**config.mk**
```make
export PLATFORM = sky130hd
export DESIGN_NAME = envelope_gen
export DESIGN_NICKNAME = d
export VERILOG_FILES = /design/src/rtl/envelope_gen.sv
export SDC_FILE = /design/constraint.sdc
export NUM_CORES = 1
export LEC_CHECK = 0
export CAP_MARGIN = 20
export CORE_MARGIN = 1.5
export CORE_UTILIZATION = 35
export CTS_BUF_LIST = sky130_fd_sc_hd__clkbuf_2 sky130_fd_sc_hd__clkbuf_4 sky130_fd_sc_hd__clkbuf_8
export DETAILED_ROUTE_END_ITERATION = 16
export PLACE_DENSITY = 0.81
export SETUP_SLACK_MARGIN = 0.05
export SYNTH_ARGS = -nofsm -noshare
export SYNTH_HDL_FRONTEND = slang
export SYNTH_SLANG_ARGS = --single-unit
```
**constraint.sdc**
```tcl
create_clock -name clk -period 13.68 [get_ports clk]
set_input_delay 2.052 -clock clk [delete_from_list [all_inputs] [get_ports clk]]
set_output_delay 2.052 -clock clk [all_outputs]
set_load 0.1 [all_outputs]
```
**src/rtl/envelope_gen.sv**
```systemverilog
// envelope_gen: per-oscillator segmented amplitude envelope.
// Walks ENV_LEN gain/duration segments one sample at a time, holds after
// SUSTAIN_SEG while the gate is high, and drives a registered amplitude word.
// Optional feature macro: ENVGEN_VELOCITY_EN. When defined, amp is the
// velocity-scaled gain ((velocity * env_gain) >> 8); when undefined there is
// no multiplier and amp = {env_gain, 24'h0}.
module envelope_gen #(
    parameter int ENV_LEN     = 8,
    parameter int SUSTAIN_SEG = 2,
    parameter int DUR_W       = 8
) (
    input  logic                         clk,
    input  logic                         rstn,
    input  logic                         sample_en,
    input  logic [ENV_LEN*8-1:0]         gains,
    input  logic [ENV_LEN*DUR_W-1:0]     durations,
    input  logic [31:0]                  velocity,
    input  logic                         trig,
    input  logic                         gate,
    output logic [7:0]                   env_gain,
    output logic [31:0]                  amp,
    output logic [$clog2(ENV_LEN)-1:0]   seg,
    output logic                         active
);

    localparam int SEG_W = $clog2(ENV_LEN);
    localparam logic [SEG_W-1:0] SUS_SEG  = SEG_W'(SUSTAIN_SEG);
    localparam logic [SEG_W-1:0] REL_SEG  = SEG_W'(SUSTAIN_SEG + 1);
    localparam logic [SEG_W-1:0] LAST_SEG = SEG_W'(ENV_LEN - 1);

    typedef enum logic [1:0] {ST_IDLE, ST_RUN, ST_SUSTAIN} state_t;

    state_t           state_q;
    logic [SEG_W-1:0] seg_q;
    logic [DUR_W-1:0] cnt_q;
    logic [7:0]       env_q;
    logic             active_q;
    logic             trig_q1;
    logic             trig_pend_q;
    logic [31:0]      amp_q;
    logic [31:0]      amp_d;
    logic [7:0]       tgt;
    logic [DUR_W-1:0] dur;

    // Select the live gain/duration pair of the current segment.
    always_comb begin
        // NOTE: defaults first so every path assigns; otherwise a latch is inferred.
        tgt = '0;
        dur = '0;
        for (int j = 0; j < ENV_LEN; j++) begin
            if (seg_q == SEG_W'(j)) begin
                tgt = gains[8*j +: 8];
                dur = durations[DUR_W*j +: DUR_W];
            end
        end
    end

    // Catch a rising edge of trig and hold it until the next sample strobe.
    always_ff @(posedge clk or negedge rstn) begin
        if (!rstn) begin
            trig_q1     <= 1'b0;
            trig_pend_q <= 1'b0;
        end else begin
            // NOTE: sequential state uses non-blocking assignments only.
            trig_q1     <= trig;
            trig_pend_q <= (trig_pend_q & ~sample_en) | (trig & ~trig_q1);
        end
    end

    // Envelope state machine; advances only on sample strobes.
    // Priority: pending trigger, then gate release, then normal stepping.
    always_ff @(posedge clk or negedge rstn) begin
        if (!rstn) begin
            state_q  <= ST_IDLE;
            seg_q    <= '0;
            cnt_q    <= '0;
            env_q    <= '0;
            active_q <= 1'b0;
        end else if (sample_en) begin
            if (trig_pend_q) begin
                // Restart from segment 0 but keep the current gain to avoid a click.
                state_q  <= ST_RUN;
                seg_q    <= '0;
                cnt_q    <= '0;
                active_q <= 1'b1;
            end else begin
                unique case (state_q)
                    ST_IDLE: begin
                        active_q <= 1'b0;
                    end
                    ST_SUSTAIN: begin
                        if (!gate) begin
                            state_q <= ST_RUN;
                            seg_q   <= REL_SEG;
                            cnt_q   <= '0;
                        end
                    end
                    ST_RUN: begin
                        if (!gate && (seg_q <= SUS_SEG)) begin
                            // Early release: jump to the release segment from the current gain.
                            seg_q <= REL_SEG;
                            cnt_q <= '0;
                        end else if ((dur == '0) || (env_q == tgt)) begin
                            if (dur == '0) begin
                                env_q <= tgt;
                            end
                            cnt_q <= '0;
                            if ((seg_q == SUS_SEG) && gate) begin
                                state_q <= ST_SUSTAIN;
                            end else if (seg_q == LAST_SEG) begin
                                state_q  <= ST_IDLE;
                                active_q <= 1'b0;
                            end else begin
                                seg_q <= seg_q + SEG_W'(1);
                            end
                        end else if (cnt_q == (dur - DUR_W'(1))) begin
                            cnt_q <= '0;
                            env_q <= (env_q < tgt) ? env_q + 8'd1 : env_q - 8'd1;
                        end else begin
                            cnt_q <= cnt_q + DUR_W'(1);
                        end
                    end
                    default: begin
                        state_q <= ST_IDLE;
                    end
                endcase
            end
        end
    end

`ifdef ENVGEN_VELOCITY_EN
    logic [39:0] prod;
    logic        unused_prod_lsb;
    assign prod            = {8'd0, velocity} * {32'd0, env_q};
    assign amp_d           = prod[39:8];
    assign unused_prod_lsb = ^prod[7:0];
`else
    logic unused_velocity;
    assign amp_d           = {env_q, 24'h0};
    assign unused_velocity = ^velocity;
`endif

    // Register the amplitude word one clock behind the envelope gain.
    always_ff @(posedge clk or negedge rstn) begin
        if (!rstn) begin
            amp_q <= '0;
        end else begin
            amp_q <= amp_d;
        end
    end

    assign env_gain = env_q;
    assign amp      = amp_q;
    assign seg      = seg_q;
    assign active   = active_q;

endmodule

```
# [After elaboration in Yosys (flattened, before gate mapping)]
# Cells that the tools add are included.
[totals] ff_bits=32 input_bits=165 wordCells=105
[classes] addsub=5 n_lt_le_gt_ge=2 eq_ne=22 mux=46 n_bitwise=7 reduce_logical=15
[ops] op="8-bit two-way mux" count=25
[ops] op="6-bit AND reduction" count=4
[ops] op="3-bit two-way mux" count=6
[ops] op="8-bit by 1-bit adder with 8-bit output, second input constant" count=2
[ops] op="8-bit equality test" count=2
[ops] op="4-bit != test, second input constant" count=4
[ops] op="8-bit case mux with 2 select lines" count=1
[ops] op="8-bit by 1-bit subtractor with 8-bit output, second input constant" count=2
[ops] op="3-bit != test, second input constant" count=5
[ops] op="3-bit equality test, second input constant" count=4
[ops] op="2-bit two-way mux" count=6
[ops] op="8-bit logical NOT" count=1
[ops] op="8-bit less-than comparator" count=1
[ops] op="3-bit by 2-bit equality test with 1-bit output, second input constant" count=2
[ops] op="2-bit case mux with 3 select lines" count=1
[ops] op="3-bit case mux with 2 select lines" count=1
[ops] op="3-bit nonzero test" count=2
[ops] op="1-bit two-way mux" count=5
[ops] op="2-bit != test, second input constant" count=2
[ops] op="1-bit NOT" count=4
[ops] op="3-bit by 1-bit adder with 3-bit output, second input constant" count=1
[ops] op="3-bit by 1-bit equality test with 1-bit output, second input constant" count=1
[ops] op="3-bit by 2-bit <= comparator with 1-bit output, second input constant" count=1
[ops] op="3-bit logical NOT" count=1
[ops] op="other kinds (11)" count=13

# [Depth between registers and ports, before layout]
# Gate-level depths: netlist of run 1.
[logic_depth] ltp_word=16 depth_mapped=31 mapped_depth_nobuf=27

# [Worst setup path before layout of run 1]
# OpenSTA, ideal clock, no wires.
[synth_path] path_type="register -> register" from="register seg_q[2], in the netlist seg[2]" to="register env_q[7], in the netlist env_gain[7]" arrival_time_ns=6.245 path_slack_ns=7.304 path_stages_with_launch=31 path_buffers=5 period_less_slack_ns=6.376 path_cell_list="dfrtp_1 buf_2 clkinv_1 clkbuf_1 ha_1 buf_2 clkbuf_1 clkbuf_1 nand2_1 o31ai_1 a221oi_1 a211oi_1 a211oi_1 a21oi_1 ha_1 nor2b_1 o21ai_0 nand2b_1 a21oi_1 o21ai_0 ha_1 a21o_1 a21oi_1 o21bai_1 a21oi_1 o21bai_1 a21oi_1 xor2_1 nand3_1 o311ai_0 or3_1"
[synth_via] elab_chain_len=13
[synth_rtl] element="start, declared" line="34" source="logic [SEG_W-1:0] seg_q;"
[synth_rtl] element="start signal, assigned" line="114" source="seg_q <= seg_q + SEG_W'(1);"
[synth_rtl] element="3-bit logical NOT" line="51" source="if (seg_q == SEG_W'(j)) begin"
[synth_rtl] element="8-bit two-way mux (8 in series)" line="51"
[synth_rtl] element="8-bit by 1-bit subtractor with 8-bit output (tied with other cells)" line="116" source="end else if (cnt_q == (dur - DUR_W'(1))) begin"
[synth_rtl] element="8-bit equality test (tied with other cells)" line="116"
[synth_rtl] element="2-bit nonzero test (no line) (tied with other cells)"
[synth_rtl] element="6-bit AND reduction (no line) / 8-bit two-way mux (equally long branches)"
[synth_rtl] element="end signal, assigned" line="105" source="env_q <= tgt;"
[synth_rtl] element="end signal, assigned" line="118" source="env_q <= (env_q < tgt) ? env_q + 8'd1 : env_q - 8'd1;"
[synth_rtl] element="end, declared" line="36" source="logic [7:0] env_q;"
# Several ways; a longest one is shown, not always the timed one. The select of a mux whose other input is x is not followed.
# A chain may end at the register's enable or synchronous reset.

# [Final worst setup path of run 1]
[layout_path] from="input gains[8]" to="register env_q[7], in the netlist env_gain[7]"
[layout_via] elab_chain_len=11
[layout_rtl] element="start, declared" line="15" source="input logic [ENV_LEN*8-1:0] gains,"
[layout_rtl] element="8-bit two-way mux (*) (7 in series)" line="51"
[layout_rtl] element="8-bit less-than comparator / 8-bit equality test (equally long branches)" line="118, 103"
[layout_rtl] element="8-bit two-way mux / 1-bit logical OR (equally long branches)" line="118, 103"
[layout_rtl] element="8-bit two-way mux (tied with other cells)" line="116"
[layout_rtl] element="8-bit two-way mux / 6-bit AND reduction (equally long branches)"
# Mark *: on every way between the ends. The rest lies on a longest branch, timed or not. The select of a mux whose other input is x is not followed.

==> impl_results.md, run 1 <==
* Port bufs at 152
* Hold_buf cts at 0
* Number of enable flip-flop cells after synthesis at 0
* Kind of critical path: in -> reg
* Startpoint Class: input pin
* Commonest non-fill, non-tap cells in the layout: clkdlybuf4s50_1 (152), nand2_1 (62), a21oi_1 (39), dfrtp_1 (32), nor2_1 (27)
* Global-route wire length before repair at 22.30 mm
* CTS max path bufs at 2
* Core ar. at 11610 sq um
* RSZ-0062 raised after global routing: false
* Final Util at 0.5011
* Fmax at 140.7 MHz
* Cell area power density at 239.7 nW/um^2
* Worst-path clk slew at 0.07 ns
* Ports at 209
* Period minus WS final at 7.105 ns
* Post-CTS Setup Inserts at 0
* Skew-Pair Late Insertion Delay at 0.29 ns
* RePlAce Congestion at 0.8642
* Async set-reset flop share out of synthesis at 1.000
* Total gr overflow at 0
* Most common cell after layout, fill and taps aside: clkdlybuf4s50_1
* Setup tns final at 0 ns
* Post-CTS Resized at 0
* Leakage at 2.318 nW
* Final Cycle Share at 0.5194
* Crit path DAT at 7.27 ns
* Synth unique cells at 86
* Root Buffer: clkbuf_8
* Clock Sinks at 32
* Max_cap viols at 0
* DR WL/cell at 17.00 um
* Setup violators final at 0
* Ys Warns at 0
* CTS tree: done
* CTS H-tree depth at 2
* Status: completed
* Top_reg_cell synth: dfrtp_1
* Drt pass-1 iters at 5
* DRC Markers at 0
* Final-stage net count at 859
* #FFs+latches synth at 32
* Pre-CTS setup slack at 6.099 ns
* Row cnt at 39
* Max Slew Vio Count at 0
* Die Width at 112.8 um
* Inst Count DP at 801
* Crit. End Element: flop
* Largest net degree at the start of global routing at 46
* Initial antenna violation count at 0
* Cell area after synthesis at 4223 sq um
* Layout cell share with drive strength beyond 1 at 0.05988
* Worst Hold Class: reg -> reg
* Overall global routing resource usage at 0.2123
* Setup ws final at 6.575 ns
* Synth Area per Inst at 7.878 sq um
* DR iter-0 viols at 332
* Final Hold Fails at 0
* Num CTS Buffers at 5
* FF-to-FF path depth at 28
* Finished Layout Cells at 811
* Starting Density at 0.3636
* Via count of the first global-routing pass at 4606
* Actual slew at the worst max-slew pin at 1.008 ns
* Detailed Place HPWL at 10.66 mm
* Die Y-Extent at 112.8 um
* CP max FO at 5
* Slew Limit Headroom at 0.3256
* Final ANT Viol Nets at 0
* Via count at 4664
* Worst Skew at 0.004260 ns
* Syn-to-layout area delta at 37.81%
* Sequential share of the synthesized area at 0.1896
* Die area at 12730 sq um
* Hold path depth at 1
* Total wire length at 13.79 mm
* Diode count at 0
* Required @ worst endpoint at 13.85 ns
* Via density per instance at 5.751
* Worst vdd ir at 0.0001348 V
* Mapped Cells at 536
==> Yosys cell counts (4+ instances only) <==
| cell | count | area (sq um) |
|---|---|---|
| nand2_1 | 62 | 232.7 |
| a21oi_1 | 39 | 195.2 |
| dfrtp_1 | 32 | 800.8 |
| buf_4 | 28 | 210.2 |
| nor2_1 | 27 | 101.4 |
| ha_1 | 26 | 325.3 |
| inv_1 | 26 | 97.59 |
| o21ai_0 | 21 | 105.1 |
| nand3_1 | 19 | 95.09 |
| a221oi_1 | 15 | 131.4 |
| clkbuf_1 | 13 | 48.80 |
| buf_2 | 10 | 50.05 |
| a21o_1 | 9 | 67.56 |
| nor2b_1 | 9 | 56.30 |
| o211ai_1 | 9 | 67.56 |
| o21ai_1 | 8 | 40.04 |
| o31ai_1 | 8 | 60.06 |
| a211oi_1 | 7 | 52.55 |
| nand4_1 | 7 | 43.79 |
| nor3_1 | 7 | 35.03 |
| xnor2_1 | 7 | 61.31 |
| and2_1 | 6 | 37.54 |
| nand3b_1 | 6 | 45.04 |
| nor3b_1 | 6 | 45.04 |
| o21bai_1 | 6 | 45.04 |
| o221ai_1 | 6 | 52.55 |
| or3_1 | 6 | 37.54 |
| a31oi_1 | 5 | 31.28 |
| buf_6 | 5 | 56.30 |
| mux2i_1 | 5 | 50.05 |
| a221o_1 | 4 | 40.04 |
| and3_1 | 4 | 25.02 |
| mux2_4 | 4 | 60.06 |
| o22ai_1 | 4 | 25.02 |
| o311ai_0 | 4 | 35.03 |
==> worst paths after layout <==
path                            startpoint           to  slack, ns
worst max-delay path              gains[8]  env_gain[7]       6.58
worst min-delay path               trig_q1  trig_pend_q       0.43
worst max register to register      seg[0]  env_gain[7]       7.09
worst min register to register     trig_q1  trig_pend_q       0.43
max in group asynchronous             rstn  env_gain[6]      11.21
min in group asynchronous             rstn      amp[26]       2.15
==> logic make-up after synthesis <==
family,count (synthesis),synth area share
AOI/OAI and AO/OA,196,0.3559
and+or+nand+nor,173,0.2098
buffers and inverters,88,0.1153
DFF,32,0.1896
adders and majority gates,27,0.08178
xor gates and xnor gates,10,0.02074
muxes,9,0.02608
other,1,0.0008880
==> power by group <==
group	switching, mW	internal [mW]	total (mW)
Sequential	0.0295	0.117	0.146
Clock	0.0376	0.0643	0.102
Combinational	0.701	0.445	1.15
==> worst max-delay path, stage by stage <==
cell,delay (ns)
clkdlybuf4s50_1,0.39
a221oi_1,0.32
o31ai_1,0.11
a221oi_1,0.46
a211oi_1,0.13
a211oi_1,0.29
a21oi_1,0.13
ha_1,0.22
nor2b_1,0.11
o21ai_0,0.08
nand2b_1,0.07
a21oi_1,0.06
o21ai_0,0.53
clkbuf_2,0.29
ha_1,0.25
a21o_1,0.19
a21oi_1,0.25
o21bai_1,0.10
a21oi_1,0.26
o21bai_1,0.10
a21oi_1,0.18
xor2_1,0.11
nand3_1,0.12
o311ai_0,0.12
or3_1,0.33
==> metal layers <==
layer,global-route usage,share of wire
met5,0,0
met4,0.07595,0.028
met3,0.02999,0.063
met2,0.3703,0.48
met1,0.2678,0.42
==> final cells by class <==
class,count,area [sq um]
fill,1122,5794
multi-input combinational,439,3022
timing repair buffer,161,1587
sequential,32,800.8
tap,143,178.9
inverter,28,105.1
clock buffer,7,96.34
clock inverter,1,30.03
==> registers in the layout, summed over array words and instances (netlist names) <==
name / cells
amp: 8
cnt_q: 8
env_gain: 8
seg: 3
state_q: 2
active: 1
trig_pend_q: 1
trig_q1: 1
==> per-stage QoR <==
step	hold slack, ns	power, mW	cell area, sq um
after floorplan	0.3988	1.047	4309
final	0.4295	1.395	5819
after global placement	0.4025	1.239	5680
after global routing	0.4446	1.503	5819
after CTS	0.4244	1.386	5807
after detailed placement	0.4150	1.278	5680
Power figures use the tool's default switching activity.
==> run 2, diff against run 1 <==
- PLACE_DENSITY: 0.81 -> 0.84
- clock period: 13.68 -> 6.2 ns (I/O delays scaled with it)
==> run 2 against run 1 <==
Against the previous run:
- final area about the same
- final cell count grew 0.25%
- hold slack got worse by 0.0051 ns
- sequential power increased by 120%
- core utilization hardly changed
- global-route usage shrank 1.4 points
- via count decreased by 2.6%
- wire length shrank 5.7%
- count of clock-buffer cells in the layout decreased by 2
- clock power increased by 96%
- non-clock buffer count grew 2
- critical endpoint unchanged
- largest power group unchanged
==> impl_results.md, run 2 (synthesis results as in run 1) <==
* Status: completed
* Largest net degree at the start of global routing at 34 (-26%)
* Worst Hold Class: reg -> reg
* Drt pass-1 iters at 4 (-1)
* Setup violators final at 0 (unchanged)
* Critical path's slowest cell: ha_1
* Pre-CTS setup slack at 0.6174 ns (-5.482 ns)
* Final-stage net count at 861 (+0.23%)
* Met2 routed WL at 6.361 mm (-4.7%)
* Via count at 4545 (-2.6%)
* Detailed Place HPWL at 10.24 mm (-4.0%)
* Hold path depth at 1 (unchanged)
* Row cnt at 39 (unchanged)
* Worst vdd ir at 0.0003477 V (+160%)
* Fmax at 177.1 MHz
* Total gr overflow at 0 (unchanged)
* Final ANT Viol Nets at 0 (unchanged)
* Most common cell after layout, fill and taps aside: clkdlybuf4s50_1
* Startpoint Class: flop
* WHS at 0.4244 ns (-0.005126 ns)
* Max Slew Vio Count at 0 (unchanged)
* Final instance area at 5823 sq um (about the same)
* DRC Markers at 0 (unchanged)
* Ports at 209 (unchanged)
* Die Y-Extent at 112.8 um (unchanged)
* Finished Layout Cells at 813 (+0.25%)
* Post-CTS Resized at 0 (unchanged)
* FF-to-FF End: env_gain[7]
* Reg-to-reg critical path startpoint: seg[0]
* Actual slew at the worst max-slew pin at 1.129 ns (+0.1203 ns)
* R2R Setup Slk at 0.55 ns (-6.54 ns)
* Die area at 12730 sq um (unchanged)
* Worst Skew at 0.003301 ns (-0.0009588 ns)
* Period minus WS final at 5.645 ns
* Skew-Pair Late Insertion Delay at 0.28 ns (about the same)
* Kind of critical path: reg -> reg
* Inst Count DP at 805 (+0.50%)
* CTS tree: done
* Diode count at 0 (unchanged)
* Starting Density at 0.3636 (unchanged)
* CTS max path bufs at 2 (unchanged)
* Layout cell share with drive strength beyond 1 at 0.06418 (+0.004299)
* Slew Limit Headroom at 0.2417 (-0.08390)
* DR WL/cell at 15.99 um (-6.0%)
* Top Metal Used: met4
* Root Buffer: clkbuf_8
* Via density per instance at 5.590 (-2.8%)
* Die Width at 112.8 um (unchanged)
* Final Cycle Share at 0.9105
* Initial antenna violation count at 0 (unchanged)
* Core ar. at 11610 sq um (unchanged)
* DR WL met3 at 699 um (-20%)
* Worst-path clk slew at 0.07 ns (about the same)
* Final Hold Fails at 0 (unchanged)
* RSZ-0062 raised after global routing: false
* Overall global routing resource usage at 0.1981 (-0.01425)
* Setup ws final at 0.5547 ns (-6.020 ns)
* Crit. End Element: flop
* FF-to-FF path depth at 25 (-11%)
* Hold endpoint: trig_pend_q
* Commonest non-fill, non-tap cells in the layout: clkdlybuf4s50_1 (152), nand2_1 (62), a21oi_1 (39), dfrtp_1 (31), nor2_1 (27)
* Required @ worst endpoint at 6.37 ns (-7.48 ns)
* CP max FO at 15 (+10)
* Hold_buf cts at 0 (unchanged)
* DR iter-0 viols at 281 (-15%)
* Cell area power density at 519.1 nW/um^2 (+120%)
* Port bufs at 152 (unchanged)
* RePlAce Congestion at 0.8850 (+2.4%)
* Placed Area at 5712 sq um (+0.55%)
* Global-route wire length before repair at 20.63 mm (-7.5%)
* Setup tns final at 0 ns (unchanged)
* Total wire length at 13.00 mm (-5.7%)
* Max_cap viols at 0 (unchanged)
* Syn-to-layout area delta at 37.90% (about the same)
* Crit path DAT at 5.81 ns (-1.46 ns)
* Leakage at 2.317 nW (about the same)
* Final Util at 0.5014 (about the same)
* Wl on met1 at 5.768 mm (-1.5%)
* Num CTS Buffers at 5 (unchanged)
* Total power draw at 3.023 mW (+120%)
* Post-CTS Setup Inserts at 0 (unchanged)
* HP Start: trig_q1
* CP max stage delay at 0.48 ns (-0.05 ns)
* Clock Sinks at 32 (unchanged)
* Via count of the first global-routing pass at 4253 (-7.7%)
* CTS H-tree depth at 2 (unchanged)
-- run 2: layer usage --
metal	GRT usage	vias to the layer above
met5	0	-
li1	-	2232
met4	0.03966	0
met1	0.2612	2147
met3	0.02250	16
met2	0.3508	150
-- run 2: worst max path at each step --
| stage | start | to | slack [ns] | cells after the start |
|---|---|---|---|---|
| 2_1_floorplan | seg[2] | env_gain[7] | 0.13 | 30 |
| 3_3_place_gp | gains[13] | env_gain[7] | 0.69 | 23 |
| 3_5_place_dp | gains[13] | env_gain[7] | 0.62 | 23 |
| 4_1_cts | seg[0] | env_gain[7] | 0.63 | 25 |
| 5_1_grt | seg[0] | env_gain[7] | 0.09 | 25 |
| 6_report | seg[0] | env_gain[7] | 0.55 | 25 |
-- run 2: worst max-delay path, delay by kind of cell (launching register included) --
family | cells | cell delay [ns]
xor gates and xnor gates | 1 | 0.23
AOI/OAI and AO/OA | 14 | 2.23
and+or+nand+nor | 4 | 0.77
adders and majority gates | 3 | 1.11
DFF | 1 | 0.44
buffers and inverters | 3 | 0.72
-- run 2: layout make-up --
cell class                 instances  area, sq um
tap                              143        178.9
clock buffer                       5        68.82
fill                            1117         5791
multi-input combinational        439         3022
timing repair buffer             163         1604
inverter                          28        105.1
clock inverter                     3        42.54
sequential                        32        802.0
-- run 2: report_power, final --
| group | switching [mW] | leakage (nW) | internal (mW) | total, mW |
|---|---|---|---|---|
| Clock | 0.0814 | 0.0541 | 0.119 | 0.200 |
| Sequential | 0.0631 | 0.399 | 0.258 | 0.321 |
| Combinational | 1.51 | 1.86 | 0.993 | 2.50 |
